==> src/rtl/oc8_pkg.sv <==
// Shared definitions for the oc8 front end.
// Opcode constants, fetch states and instruction length type.
package oc8_pkg;

  localparam logic [7:0] OP_LDA_IMM = 8'hA9;
  localparam logic [7:0] OP_ADD_IMM = 8'h01;
  localparam logic [7:0] OP_JMP_ABS = 8'h4C;
  localparam logic [7:0] OP_NOP     = 8'hEA;

  typedef enum logic [1:0] {
    FETCH_OP,
    FETCH_LO,
    FETCH_HI,
    HOLD
  } fseq_state_e;

  typedef enum logic [1:0] {
    LEN1 = 2'd1,
    LEN2 = 2'd2,
    LEN3 = 2'd3
  } ilen_e;

endpackage

==> src/rtl/opcode_len_decode.sv <==
// Combinational opcode decoder: byte length and illegal flag.
// Unknown opcodes are treated as 1-byte illegal instructions.
module opcode_len_decode
  import oc8_pkg::*;
(
  input  logic [7:0] opcode_i,
  output ilen_e      len_o,
  output logic       illegal_o
);

  always_comb begin
    len_o     = LEN1;
    illegal_o = 1'b0;
    unique case (opcode_i)
      OP_LDA_IMM,
      OP_ADD_IMM: len_o = LEN2;
      OP_JMP_ABS: len_o = LEN3;
      OP_NOP:     len_o = LEN1;
      default:    illegal_o = 1'b1;
    endcase
  end

endmodule

==> src/rtl/fetch_sequencer.sv <==
// Byte-serial instruction fetch from a combinational ROM.
// Assembles 1-3 byte instructions and hands them off valid/ready.
module fetch_sequencer
  import oc8_pkg::*;
#(
  parameter logic [15:0] RESET_PC = 16'h0000
) (
  input  logic        clk,
  input  logic        rst_n,
  output logic [15:0] rom_addr,
  input  logic [7:0]  rom_data,
  output logic        instr_valid,
  input  logic        instr_ready,
  output logic [7:0]  instr_opcode,
  output logic [15:0] instr_operand,
  output logic [15:0] instr_pc,
  output logic        instr_illegal,
  input  logic        redirect_valid,
  input  logic [15:0] redirect_pc
);

  fseq_state_e state_q, state_d;
  logic [15:0] pc_q, pc_d;
  logic [7:0]  opcode_q, opcode_d;
  logic [15:0] operand_q, operand_d;
  logic [15:0] ipc_q, ipc_d;
  logic        illegal_q, illegal_d;

  logic [7:0]  dec_op;
  ilen_e       dec_len;
  logic        dec_illegal;

  // Live byte in FETCH_OP, latched opcode afterwards.
  assign dec_op = (state_q == FETCH_OP) ? rom_data : opcode_q;

  opcode_len_decode u_dec (
    .opcode_i  (dec_op),
    .len_o     (dec_len),
    .illegal_o (dec_illegal)
  );

  always_comb begin
    state_d   = state_q;
    pc_d      = pc_q;
    opcode_d  = opcode_q;
    operand_d = operand_q;
    ipc_d     = ipc_q;
    illegal_d = illegal_q;
    unique case (state_q)
      FETCH_OP: begin
        opcode_d  = rom_data;
        ipc_d     = pc_q;
        illegal_d = dec_illegal;
        operand_d = '0;
        pc_d      = pc_q + 16'd1;
        state_d   = (dec_len == LEN1) ? HOLD : FETCH_LO;
      end
      FETCH_LO: begin
        operand_d = {8'h00, rom_data};
        pc_d      = pc_q + 16'd1;
        state_d   = (dec_len == LEN2) ? HOLD : FETCH_HI;
      end
      FETCH_HI: begin
        operand_d[15:8] = rom_data;
        pc_d            = pc_q + 16'd1;
        state_d         = HOLD;
      end
      HOLD: begin
        if (instr_ready) begin
          state_d = FETCH_OP;
          if (opcode_q == OP_JMP_ABS) pc_d = operand_q;
        end
      end
      default: state_d = FETCH_OP;
    endcase
    // Redirect wins over both sequential and jump targets.
    if (redirect_valid) begin
      state_d = FETCH_OP;
      pc_d    = redirect_pc;
    end
  end

  always_ff @(posedge clk) begin
    if (!rst_n) begin
      state_q   <= FETCH_OP;
      pc_q      <= RESET_PC;
      opcode_q  <= '0;
      operand_q <= '0;
      ipc_q     <= '0;
      illegal_q <= 1'b0;
    end else begin
      state_q   <= state_d;
      pc_q      <= pc_d;
      opcode_q  <= opcode_d;
      operand_q <= operand_d;
      ipc_q     <= ipc_d;
      illegal_q <= illegal_d;
    end
  end

  assign rom_addr      = pc_q;
  assign instr_valid   = (state_q == HOLD);
  assign instr_opcode  = opcode_q;
  assign instr_operand = operand_q;
  assign instr_pc      = ipc_q;
  assign instr_illegal = illegal_q;

endmodule

==> config.mk <==
export PLATFORM = sky130hd
export DESIGN_NAME = fetch_sequencer
export DESIGN_NICKNAME = d
export VERILOG_FILES = /design/src/rtl/oc8_pkg.sv /design/src/rtl/opcode_len_decode.sv /design/src/rtl/fetch_sequencer.sv
export SDC_FILE = /design/constraint.sdc
export NUM_CORES = 1
export LEC_CHECK = 0
export ABC_AREA = 1
export CORE_AREA = 2 2 83 85
export DETAILED_ROUTE_END_ITERATION = 10
export DIE_AREA = 0 0 85 87
export PLACE_DENSITY = 0.78
export SLEW_MARGIN = 40
export SYNTH_ARGS = -nofsm -noshare
export SYNTH_HDL_FRONTEND = slang
export SYNTH_HIERARCHICAL = 1
export SYNTH_SLANG_ARGS = --single-unit
==> constraint.sdc <==
create_clock -name clk -period 2.75 [get_ports clk]
set_input_delay 0.6875 -clock clk [delete_from_list [all_inputs] [get_ports clk]]
set_output_delay 0.6875 -clock clk [all_outputs]
set_load 0.02 [all_outputs]
==> run_results.csv <==
group,metric,value,unit
detailed_routing,ant_nets,0,
clock_tree,ctsResizeCount,0,
power,power,2490,uW
detailed_routing,wl,9120,microns
detailed_routing,vias,3312,
finish,nFillCells,568,
clock_tree,cts-root-buf,"clkbuf_8",
logic_synthesis,postSynthCellCount,447,
logic_synthesis,yosysSeqAreaShare,0.391,
clock_tree,clkSinkCount,59,
setup_path,cp.required,3020,ps
detailed_routing,route.detailed.drc,0,
finish,fin_util,0.638,
setup_path,crit_end,"state_q[0]",
timing,final-setup-viol-count,0,
clock_tree,h-tree-depth,3,
setup_path,cp_cell_sequence,"inv_1, ha_1, inv_1, nand2_1, nand2_1, nand2_1, nor2_2, nand2_2, nand2_2, inv_1, nor3b_1, o21ai_0, a21boi_0",
clock_tree,numCtsBuffers,9,
clock_tree,clock_path_buffers,2,
floorplanning,core,6570,sq um
timing,tightestPinTransition,600,ps
timing,fin_tns_setup,0,ps
logic_synthesis,yosys_warnings,6,
placement,gp_congestion,0.902,
placement,port_buffers,85,
setup_path,critPathLaunch,"state_q[0]",
detailed_routing,vias_per_cell,5.35,
global_routing,grt_max_degree,32,
logic_synthesis,ys_ff_latch,59,
setup_path,cp_slowest_cell,"dfxtp_1",
timing,hold_ws,495,ps
logic_synthesis,synth_nets,481,
clock_tree,cts_tree,"yes",
finish,layout-drive-gt1-share,0.0872,
run_status,status,"finished, final reports clean",
timing,slew_violations,0,
global_routing,antenna_found_initial,0,
timing,period_needed,2360,ps
floorplanning,dieArea,7400,sq um
placement,hpwl,6740,microns
detailed_routing,wire_per_inst,14.7,microns
clock_tree,ctsHoldBuffers,0,
floorplanning,fp.dieH,87,microns
timing,slew_headroom,0.598,
setup_path,r2r-end,"state_q[0]",
setup_path,reg2regPathDepth,13,
setup_path,crit_path_start_kind,"flop",
floorplanning,die_x,85,microns
power,powerDensity,594,nW/um^2
power,p_leak,0.00167,uW
detailed_routing,initialDrtViolationCount,263,
global_routing,globalRouteOverflowTotal,0,
power,peakVddDrop,0.437,mV
logic_synthesis,syn_area,3020,sq um
clock_tree,clk_pin_slew,70,ps
timing,rsz0062_at_grt,"no",
logic_synthesis,synth_cell_type_count,36,
global_routing,grt_pass1_vias,3128,
floorplanning,boundaryPins,86,
floorplanning,initial_core_util,0.460,
detailed_routing,first_pass_iters,6,
setup_path,slowest_delay,420,ps
setup_path,critPathArrivalTime,2630,ps
global_routing,grt_use_total,0.253,
finish,final_nets,568,
setup_path,path_class,"reg -> reg",
logic_synthesis,avgSynthCellArea,6.77,sq um
timing,hold_violations,0,
setup_path,endpoint_kind,"flop",
timing,skew,6.24,ps
floorplanning,num_rows,30,
setup_path,crit_fanout,15,
setup_path,reg2reg_from,"state_q[0]",
clock_tree,postCtsSetupBuffers,0,
finish,n_antenna_cell,0,
timing,fmax,0.424,GHz
setup_path,r2r_slack,390,ps
hold_path,min_path_type,"reg -> reg",
clock_tree,insertion_delay,350,ps
timing,fin_crit_sh,0.858,
global_routing,grt_pass1_wl,14800,microns
run,cap_violations,0,
finish,area_delta_synth_final,38.6,%
==> synthesized netlist by cell type, drive strengths merged <==
library cell / count / area share
a21boi: 1 / 0.0025
a21oi: 57 / 0.098
a22o: 2 / 0.0058
a22oi: 4 / 0.0099
a31oi: 1 / 0.0021
buf: 9 / 0.019
clkbuf: 8 / 0.0099
clkinv: 1 / 0.0012
dfxtp: 59 / 0.39
ha: 6 / 0.025
inv: 39 / 0.050
nand2: 132 / 0.17
nand3: 23 / 0.041
nand3b: 1 / 0.0025
nand4: 6 / 0.012
nor2: 47 / 0.065
nor3: 2 / 0.0033
nor3b: 2 / 0.0066
o211a: 1 / 0.0033
o21a: 1 / 0.0025
o21ai: 38 / 0.063
o221ai: 1 / 0.0029
o22ai: 4 / 0.0083
xor2: 2 / 0.0058
==> per-layer routing <==
layer | wire, microns | up-vias | global-route usage
li1 | - | 1649 | -
met1 | 3850 | 1486 | 0.307
met2 | 4320 | 152 | 0.435
met3 | 678 | 25 | 0.0569
met4 | 276 | 0 | 0.0981
met5 | 0 | - | 0
==> cells in the final DEF, fill, tap and decap left out, types with 8 or more instances in the layout <==
cell type | Yosys | layout
a21oi_1 | 54 | 54
buf_4 | 1 | 8
clkbuf_8 | 0 | 10
clkdlybuf4s50_1 | 0 | 85
dfxtp_1 | 59 | 59
inv_1 | 34 | 34
nand2_1 | 125 | 125
nand3_1 | 21 | 21
nor2_1 | 41 | 41
o21ai_0 | 37 | 37
==> logic make-up (layout without fill, tap and decap cells) <==
kind of cell               after synthesis  in the layout  share of synthesized area
AOI/OAI and AO/OA                      110            110                      0.198
and+or+nand+nor                        213            213                      0.301
DFF                                     59             59                      0.391
adders and majority gates                6              6                     0.0248
buffers and inverters                   57            149                     0.0798
xor gates and xnor gates                 2              2                    0.00579
==> final cells by class <==
cell class / instances / area [sq um] / share of cell area
multi-input combinational: 331 / 1600 / 0.382
sequential: 59 / 1180 / 0.282
timing repair buffer: 93 / 911 / 0.217
inverter: 40 / 155 / 0.0370
clock buffer: 11 / 141 / 0.0337
clock inverter: 5 / 100 / 0.0239
tap: 80 / 100 / 0.0239
==> power by group <==
part	switching (uW)	internal, uW	total (uW)
sequential	60.6	920	981
clock	358	624	982
combinational	298	229	526
total	716	1770	2490
==> critical path, delay by kind of cell (launching register included) <==
kind / cells / cell delay (ps)
buf+inv: 3 / 520
fa+ha+maj: 1 / 240
simple gates: 7 / 830
compound gates: 2 / 250
flops: 1 / 420
==> worst min path at each step <==
stage / start / to / slack, ps / depth (start not counted)
final: instr_operand[2] / instr_operand[2] / 490 / 2
after detailed placement: instr_operand[2] / instr_operand[2] / 480 / 2
after global routing: instr_operand[5] / instr_operand[5] / 520 / 2
after CTS: instr_operand[2] / instr_operand[2] / 490 / 2
after global placement: instr_operand[3] / instr_operand[3] / 480 / 2
after floorplan: state_q[0] / state_q[0] / 520 / 2
==> per-stage QoR <==
step,std cells,instance area (sq um),setup slack [ps]
2_1_floorplan,447,3020,685
3_3_place_gp,603,3950,477
3_5_place_dp,603,3950,379
4_1_cts,619,4190,401
5_1_grt,619,4190,33.3
6_report,619,4190,391
==> flip-flops by register name, summed over array words and instances, names as in the netlist <==
register       flops
rom_addr          16
state_q            2
instr_opcode       8
instr_pc          16
instr_operand     16
instr_illegal      1
Note: power is estimated with default switching activity, not from simulation.
